$ cat config.mk
export PLATFORM = sky130hd
export DESIGN_NAME = fpu_int2float
export DESIGN_NICKNAME = d
export VERILOG_FILES = /design/src/rtl/fpu_pkg.sv /design/src/rtl/fpu_round_rne.sv /design/src/rtl/fpu_int2float.sv
export SDC_FILE = /design/constraint.sdc
export NUM_CORES = 1
export LEC_CHECK = 0
export ABC_AREA = 1
export BUFFER_PORTS_ARGS = -buffer_cell sky130_fd_sc_hd__buf_2
export CAP_MARGIN = 20
export CORE_ASPECT_RATIO = 1.2
export CORE_UTILIZATION = 57
export DETAILED_ROUTE_END_ITERATION = 12
export PLACE_DENSITY = 0.88
export SETUP_SLACK_MARGIN = 0.1
export SKIP_LAST_GASP = 1
export SYNTH_ARGS = -nofsm -noshare
export SYNTH_HDL_FRONTEND = slang
export SYNTH_SLANG_ARGS = --single-unit
$ cat constraint.sdc
create_clock -name clk -period 2.4 [get_ports clk]
set_input_delay 0.12 -clock clk [delete_from_list [all_inputs] [get_ports clk]]
set_output_delay 0.12 -clock clk [all_outputs]
set_load 0.02 [all_outputs]
$ cat src/rtl/fpu_pkg.sv
// Shared FPU definitions: single-precision field widths, exponent constants
// and the state encoding used by the multicycle FPU blocks.
package fpu_pkg;

  localparam int FP_EXP_BIAS = 127;
  localparam int FP_EXP_W    = 8;
  localparam int FP_FRAC_W   = 23;

  // Exponent of a value whose leading one sits in bit 31 (bias + 31).
  localparam logic [FP_EXP_W-1:0] I2F_EXP_INIT = 8'd158;

  typedef enum logic [1:0] {
    IDLE  = 2'd0,
    NORM  = 2'd1,
    ROUND = 2'd2,
    DONE  = 2'd3
  } fpu_mc_state_e;

endpackage

$ cat src/rtl/fpu_round_rne.sv
// Combinational rounding stage for a normalised 24-bit significand.
// Build option FPU_I2F_RNE_EN: defined -> round to nearest, ties to even;
// undefined -> truncate toward zero. inexact is the same in both builds.
module fpu_round_rne
  import fpu_pkg::*;
(
  input  logic [FP_FRAC_W-1:0] frac_in,
  input  logic                 guard,
  input  logic                 sticky,
  input  logic [FP_EXP_W-1:0]  exp_in,
  output logic [FP_FRAC_W-1:0] frac_out,
  output logic [FP_EXP_W-1:0]  exp_out,
  output logic                 inexact
);

  logic             round_up;
  logic [FP_FRAC_W:0] frac_sum;

  // Decide the increment, apply it and fold a fraction carry into the exponent.
  always_comb begin
`ifdef FPU_I2F_RNE_EN
    round_up = guard & (sticky | frac_in[0]);
`else
    round_up = 1'b0;
`endif
    frac_sum = {1'b0, frac_in} + {{FP_FRAC_W{1'b0}}, round_up};
    // On carry-out the low bits are already all zero: significand 1.0 x 2^(e+1).
    frac_out = frac_sum[FP_FRAC_W-1:0];
    exp_out  = exp_in + {{(FP_EXP_W-1){1'b0}}, frac_sum[FP_FRAC_W]};
    inexact  = guard | sticky;
  end

endmodule

$ cat src/rtl/fpu_int2float.sv
// 32-bit signed integer to IEEE-754 single converter. Normalises one bit per
// cycle (IDLE -> NORM* -> ROUND -> DONE) behind valid/ready handshakes.
// Rounding mode is selected in fpu_round_rne by FPU_I2F_RNE_EN.
module fpu_int2float
  import fpu_pkg::*;
(
  input  logic        clk,
  input  logic        rst_n,
  input  logic        in_valid,
  output logic        in_ready,
  input  logic [31:0] A,
  output logic        out_valid,
  input  logic        out_ready,
  output logic [31:0] C,
  output logic        inexact,
  output logic        busy
);

  fpu_mc_state_e state_q, state_d;
  logic          sign_q, sign_d;
  logic [31:0]   mag_q, mag_d;
  logic [7:0]    exp_q, exp_d;
  logic [31:0]   c_q, c_d;
  logic          inexact_q, inexact_d;

  logic [31:0]          a_mag;
  logic [FP_FRAC_W-1:0] rnd_frac;
  logic [FP_EXP_W-1:0]  rnd_exp;
  logic                 rnd_inexact;

  // Magnitude of the operand; 0x80000000 wraps to itself, which is the right unsigned value.
  assign a_mag = A[31] ? (~A + 32'd1) : A;

  fpu_round_rne u_round (
    .frac_in  (mag_q[30:8]),
    .guard    (mag_q[7]),
    .sticky   (|mag_q[6:0]),
    .exp_in   (exp_q),
    .frac_out (rnd_frac),
    .exp_out  (rnd_exp),
    .inexact  (rnd_inexact)
  );

  // Next-state and datapath updates; every register holds unless its state acts on it.
  always_comb begin
    state_d   = state_q;
    sign_d    = sign_q;
    mag_d     = mag_q;
    exp_d     = exp_q;
    c_d       = c_q;
    inexact_d = inexact_q;
    case (state_q)
      IDLE: begin
        if (in_valid) begin
          sign_d = A[31];
          mag_d  = a_mag;
          exp_d  = I2F_EXP_INIT;
          if (a_mag == 32'd0) begin
            c_d       = 32'd0;
            inexact_d = 1'b0;
            state_d   = DONE;
          end else begin
            state_d = NORM;
          end
        end
      end
      NORM: begin
        if (!mag_q[31]) begin
          mag_d = {mag_q[30:0], 1'b0};
          exp_d = exp_q - 8'd1;
        end else begin
          state_d = ROUND;
        end
      end
      ROUND: begin
        c_d       = {sign_q, rnd_exp, rnd_frac};
        inexact_d = rnd_inexact;
        state_d   = DONE;
      end
      DONE: begin
        if (out_ready) state_d = IDLE;
      end
      default: state_d = IDLE;
    endcase
  end

  // State and datapath registers; reset abandons any conversion in flight.
  always_ff @(posedge clk or negedge rst_n) begin
    if (!rst_n) begin
      state_q   <= IDLE;
      sign_q    <= 1'b0;
      mag_q     <= 32'd0;
      exp_q     <= 8'd0;
      c_q       <= 32'd0;
      inexact_q <= 1'b0;
    end else begin
      state_q   <= state_d;
      sign_q    <= sign_d;
      mag_q     <= mag_d;
      exp_q     <= exp_d;
      c_q       <= c_d;
      inexact_q <= inexact_d;
    end
  end

  assign in_ready  = (state_q == IDLE);
  assign out_valid = (state_q == DONE);
  assign busy      = (state_q != IDLE);
  assign C         = c_q;
  assign inexact   = inexact_q;

endmodule

==> results of run 1 <==
## Yosys cell counts, drive strengths merged
| master | n | area (um2) |
|---|---|---|
| clkinv | 1 | 3.75 |
| buf | 10 | 68.8 |
| or2 | 3 | 18.8 |
| a21boi | 1 | 7.51 |
| nand3 | 80 | 413 |
| o21bai | 1 | 7.51 |
| dfrtp | 76 | 1900 |
| inv | 88 | 330 |
| a22oi | 9 | 67.6 |
| nor3 | 8 | 40.0 |
| o21ai | 30 | 154 |
| nor2 | 87 | 357 |
| ha | 6 | 75.1 |
| a21oi | 38 | 190 |
| a21o | 1 | 7.51 |
| nand3b | 3 | 22.5 |
| nor4 | 2 | 12.5 |
| nand2 | 272 | 1040 |
| o21a | 1 | 7.51 |
| clkbuf | 17 | 63.8 |
| o22ai | 1 | 6.26 |
| nand4 | 1 | 6.26 |
| xor2 | 5 | 43.8 |
## state kept, by name (all words and copies together) (netlist names)
signal,cells
C,32
exp_q,8
inexact,1
mag_q,32
sign_q,1
state_q,2
## how the worst min path moves through the flow
stage | slack, ps | to | startpoint
6_report | 110 | mag_q[0] | A[0]
5_1_grt | 120 | mag_q[0] | A[0]
4_1_cts | 90 | mag_q[0] | A[0]
3_5_place_dp | 210 | C[29] | rst_n
3_3_place_gp | 200 | C[29] | rst_n
2_1_floorplan | -180 | C[0] | rst_n
## final cells by class
| class | count | area (um2) |
|---|---|---|
| Timing Repair Buffer | 93 | 621 |
| Sequential cell | 76 | 1900 |
| Inverter | 89 | 334 |
| Fill cell | 680 | 2380 |
| Clock inverter | 1 | 5.00 |
| Tap cell | 114 | 143 |
| Clock buffer | 14 | 183 |
| Multi-Input combinational cell | 551 | 2630 |
## layer usage
| metal | GRT usage | routed length [um] |
|---|---|---|
| met1 | 0.375 | 5430 |
| met2 | 0.487 | 6580 |
| met3 | 0.0472 | 895 |
| met4 | 0.142 | 525 |
| met5 | 0 | 0 |
## worst max-delay path: cells and delay by family, from the launching register on
kind / cells / cell delay, ps
flops: 1 / 420
simple gates: 14 / 1340
buf+inv: 2 / 260
fa+ha+maj: 1 / 160
## what timing repair did
action                                 in CTS  in global routing
hold buffers                                1                  0
cloned                                      0                  6
setup buffers                               0                  5
endpoints found under the hold margin      31                  0
resized for setup                           6                 29
pin swaps                                   0                 26
setup endpoints to repair                  33                 37
## logic make-up after synthesis
kind of cell	after synthesis
flip-flops	76
AND/OR/NAND/NOR	456
buffers and inverters	116
XOR/XNOR	5
adder cells (fa/ha/maj)	6
AO/OA/AOI/OAI	82
## power breakdown
part / leakage [nW] / internal [mW] / total (mW) / switching [mW]
clock: 0.0986 / 0.482 / 0.930 / 0.448
combinational: 2.24 / 0.955 / 2.77 / 1.82
sequential: 0.958 / 1.80 / 2.20 / 0.402
==> impl_metrics.py, run 1 <==
metrics = {
    "drt": {
        "dr.pass1.iters": 8,
        "drtIter0Drc": 473,
        "routedWlPerCell_um": 14.3,
        "drc": 0,
        "ant_nets": 0,
        "routed_wl_um": 13400,
        "via_per_inst": 5.48,
        "num_vias": 5144,
    },
    "critical_path": {
        "r2r_cells": 17,
        "crit_slowest_cell": "dfrtp_1",
        "reg2reg_setup_slack_ps": 140,
        "worstSetupStartpointType": "register",
        "r2r_end": "C[24]",
        "path_cells": "inv_2 > ha_4 > nand2_2 > nor2_2 > nand2_1 > nor2_1 > nand2_1 > nor2_2 > nand2_1 > nor2_2 > nand2_2 > nor2_4 > nand3_4 > buf_12 > nand2_4 > nand2_1 > nand2_1",
        "crit_path_max_fanout": 16,
        "startpoint": "state_q[0]",
        "timing.rr.start": "state_q[0]",
        "max_stage_delay_ps": 420,
        "crit_path_end_kind": "register",
        "crit_required_ps": 2690,
        "cpMostUsedCell": "nand2_1",
        "arrival_ps": 2540,
        "critical_path.endpoint": "C[24]",
        "worstSetupPathType": "register to register",
    },
    "timing": {
        "fin_setup_tns_ps": 0,
        "worst_pin_slew_ps": 728,
        "finClkSkew_ps": 6.45,
        "timing.hold.ws_ps": 109,
        "max_slew_margin": 0.514,
        "setup_violations": 0,
        "setup_slack_ps": 143,
        "hold_violations": 0,
        "max_freq_mhz": 443,
        "grt_setup_unrepaired": "true",
        "slew_viol_final": 0,
        "finalCritPeriodShare": 0.940,
        "fin_crit_ps": 2260,
    },
    "clock_tree": {
        "cts_tree": "done",
        "cts.clk_slew.worst_paths_ps": 70,
        "cts-root-buf": "clkbuf_8",
        "cts_sinks": 76,
        "cts_htree_levels": 3,
        "cts.path.max_buffers": 2,
        "clk_latency_ps": 350,
        "cts_made_buffers": 9,
    },
    "floorplan": {
        "chipHeight_um": 103,
        "coreArea_um2": 8200,
        "start_util": 0.591,
        "placement_rows": 36,
        "io_pins": 72,
        "die_w_um": 86.1,
        "fp.dieArea_um2": 8870,
    },
    "logic_synthesis": {
        "synth-simple-area-share": 0.394,
        "synth-xor-area-share": 0.00905,
        "syn-cell-area_um2": 4840,
        "synth-compound-area-share": 0.0925,
        "synth_adder_area_share": 0.0155,
        "postSynthAreaPerCell_um2": 6.53,
        "synth.mux.area_fraction": 0,
        "syn-num-nets": 783,
        "netlist_instances": 741,
        "ys_seq_area_frac": 0.393,
        "synth_top_family_by_area": "simple AND/OR/NAND/NOR gates",
        "yosys_warnings": 0,
        "netlist-cell-type-count": 32,
        "ys_ff_latch": 76,
    },
    "global_routing": {
        "overflow": 0,
        "grt_max_degree": 46,
        "antenna_found_initial": 0,
        "track_usage": 0.294,
        "grt_pass1_vias": 4456,
        "grt_pass1_wl_um": 20400,
    },
    "placed_design": {
        "place_ws_ps": 13.5,
        "dp.cells": 911,
        "dpl.hpwl_um": 9180,
        "placed_cell_area_um2": 5310,
        "port_buffers": 71,
        "routabilityCongestion": 0.905,
    },
    "power": {
        "peakVddDrop_mv": 0.428,
        "finalPower_mw": 5.90,
        "powerDensity_nw_per_um2": 1020,
        "leakage_nw": 3.30,
    },
    "run": {
        "cap_violations": 0,
    },
    "layout": {
        "areaGrowthSynthToFinish_pct": 20.1,
        "final_common_cell": "nand2_1",
        "nets": 862,
        "most-common-layout-cells": "nand2_1, inv_1, nor2_1",
        "final_util": 0.709,
        "drive_gt1_frac": 0.189,
        "n_antenna_cell": 0,
        "instances_no_fill": 938,
        "final_cell_area_um2": 5810,
    },
    "hold_path": {
        "hp-class": "input pin to register",
        "whs_path_depth": 3,
    },
    "run_status": {
        "status": "finished clean",
    },
}
Power figures use the tool's default switching activity.
==> inputs of run 2 (changes only) <==
--- a/config.mk
+++ b/config.mk
@@ -5,7 +5,6 @@
 export SDC_FILE = /design/constraint.sdc
 export NUM_CORES = 1
 export LEC_CHECK = 0
-export ABC_AREA = 1
 export BUFFER_PORTS_ARGS = -buffer_cell sky130_fd_sc_hd__buf_2
 export CAP_MARGIN = 20
 export CORE_ASPECT_RATIO = 1.2
==> impl_metrics.py, run 2 <==
metrics = {
    "clock_tree": {
        "cts_sinks": 76,
        "clk_latency_ps": 360,
        "cts-root-buf": "clkbuf_8",
        "cts.clk_slew.worst_paths_ps": 90,
        "cts_tree": "done",
        "cts_htree_levels": 3,
        "cts_made_buffers": 9,
        "cts.path.max_buffers": 2,
    },
    "layout": {
        "drive_gt1_frac": 0.360,
        "areaGrowthSynthToFinish_pct": 36.6,
        "n_antenna_cell": 0,
        "most-common-layout-cells": "buf_4, dfrtp_1, buf_2",
        "final_common_cell": "buf_4",
        "final_util": 0.819,
        "nFillCells": 415,
        "instances_no_fill": 743,
        "final_cell_area_um2": 6060,
        "nets": 690,
    },
    "logic_synthesis": {
        "yosysMostFrequentCell": "dfrtp_1",
        "ys_ff_latch": 76,
        "yosys_warnings": 0,
        "netlist.area_leader.share": 0.429,
        "postSynthAreaPerCell_um2": 9.26,
        "syn-cell-area_um2": 4440,
        "netlist-cell-type-count": 59,
        "postSynth.asyncResetShare": 1.00,
        "syn-num-nets": 521,
        "ys_top_cells_by_count": "dfrtp_1, nand2_1, o21ai_0, nor2_1, a32o_1",
        "netlist_instances": 479,
        "synth_edf_count": 0,
        "netlist_top_cells_area": "dfrtp_1, a32o_1, o21ai_0",
        "ys_seq_area_frac": 0.429,
        "yosysTopAreaCell": "dfrtp_1",
        "synthFlopType": "dfrtp_1",
    },
    "power": {
        "internal_power_mw": 3.73,
        "switching_share": 0.421,
        "powerDensity_nw_per_um2": 1060,
        "p_sw_mw": 2.72,
        "peakVddDrop_mv": 0.818,
        "combPwrFrac": 0.467,
        "power_frac_seq": 0.346,
        "pwr-share-clk": 0.187,
        "leakage_nw": 2.77,
    },
    "critical_path": {
        "worstSetupPathType": "register to register",
        "crit_path_end_kind": "register",
        "crit_path_max_fanout": 33,
        "crit_required_ps": 2640,
        "worstSetupStartpointType": "register",
        "arrival_ps": 3540,
    },
    "drt": {
        "via_per_inst": 6.69,
        "dr.pass1.iters": 6,
        "ant_nets": 0,
        "routedWlPerCell_um": 19.8,
        "routed_wl_um": 14700,
        "drtIter0Drc": 617,
        "num_vias": 4969,
        "drc": 0,
    },
    "timing": {
        "fin_setup_tns_ps": -29260,
        "setup_violations": 34,
        "grt_setup_unrepaired": "true",
        "finalCritPeriodShare": 1.38,
        "worst_pin_slew_ps": 614,
        "setup_slack_ps": -904,
        "fin_crit_ps": 3300,
        "hold_violations": 0,
        "finClkSkew_ps": 14.1,
        "max_slew_margin": 0.591,
        "slew_viol_final": 0,
        "max_freq_mhz": 303,
    },
    "floorplan": {
        "start_util": 0.599,
        "chipHeight_um": 98.6,
        "placement_rows": 34,
        "coreArea_um2": 7400,
        "fp.dieArea_um2": 8140,
        "die_w_um": 82.5,
        "io_pins": 72,
    },
    "global_routing": {
        "overflow": 0,
        "grt_max_degree": 53,
        "track_usage": 0.375,
        "antenna_found_initial": 0,
        "grt_pass1_wl_um": 23100,
        "grt_pass1_vias": 4718,
    },
    "run": {
        "cap_violations": 0,
    },
    "placed_design": {
        "routabilityCongestion": 0.994,
        "dp.cells": 721,
        "port_buffers": 71,
        "dpl.hpwl_um": 9790,
        "placed_cell_area_um2": 5700,
    },
    "run_status": {
        "status": "finished, violations left",
        "violations": "setup timing",
    },
    "hold_path": {
        "hp-class": "input pin to register",
    },
}
[run 2: changes by cell type after synthesis, moves of 7 or more]
| cell | previous run | this run |
|---|---|---|
| xor2_1 | 5 | 13 |
| nand3_1 | 79 | 11 |
| xnor2_1 | 0 | 20 |
| o21ai_0 | 28 | 43 |
| or3_1 | 0 | 8 |
| nor2_1 | 81 | 37 |
| inv_1 | 83 | 15 |
| nor4_1 | 2 | 9 |
| nand2_1 | 268 | 51 |
| a21oi_1 | 38 | 19 |
| a32o_1 | 0 | 35 |
[run 2: repair_timing]
| item | CTS | global route |
|---|---|---|
| gates resized for setup | 3 | 12 |
| setup endpoints to repair | 34 | 45 |
| pin swaps | 0 | 5 |
| hold endpoints to repair | 27 | 0 |
| gates cloned | 0 | 0 |
| hold buffers | 1 | 0 |
| buffers inserted | 4 | 1 |
[run 2: cell type report]
class | instances | area, um2 | share of cell area
multi-input combinational | 356 | 2460 | 0.407
clock inverter | 7 | 121 | 0.0200
timing repair buffer | 190 | 1280 | 0.211
clock buffer | 9 | 124 | 0.0204
tap | 90 | 113 | 0.0186
inverter | 15 | 56.3 | 0.00929
sequential | 76 | 1900 | 0.314
[run 2: kinds of logic after synthesis]
logic type	count (synthesis)	share of synthesized area
AND/OR/NAND/NOR	161	0.182
AO/OA/AOI/OAI	151	0.249
flip-flops	76	0.429
buffers and inverters	47	0.0462
XOR/XNOR	33	0.0651
adder cells (fa/ha/maj)	6	0.0169
multiplexers	5	0.0118
[run 2: worst paths after layout]
check                           cells past startpoint  slack, ps  startpoint         to
worst max-delay path                               11       -900  state_q[1]       C[9]
worst min-delay path                                4        220        A[0]   mag_q[0]
worst max register to register                     11       -900  state_q[1]       C[9]
worst min register to register                      1        510   mag_q[30]      C[22]
max in group asynchronous                           3       1310       rst_n  mag_q[10]
min in group asynchronous                           2        300       rst_n      C[25]
[run 2: routing by layer]
metal  part of all wire  wire (um)  track usage
met1               0.37       5510        0.479
met2               0.47       6950        0.591
met3              0.093       1370       0.0593
met4              0.061        899        0.221
met5                  0          0            0
[run 2: power groups by stage]
stage               Clock, mW  Combinational [mW]  Sequential (mW)
CTS                      1.21                2.93             2.21
global placement            0                2.67             2.19
detailed placement          0                2.84             2.23
global route             1.27                3.25             2.29
floorplan                   0                1.54             2.40
finish                   1.21                3.01             2.23
[run 2: metrics by stage]
stage	total power, mW	worst slack, ps	hold WS, ps
after floorplan	3.94	-719	-176
after global placement	4.86	-874	155
after detailed placement	5.06	-988	161
after CTS	6.35	-779	213
after global routing	6.81	-965	254
final	6.45	-904	221
[run 2: critical path: stages (launching register included)]
cell,delay [ps]
dfrtp_1,400
inv_2,90
ha_4,150
or4b_4,470
o21ai_2,160
and4_1,200
nand4_1,160
nor4_2,350
nand4b_1,170
or4b_4,560
buf_12,190
a32o_1,290
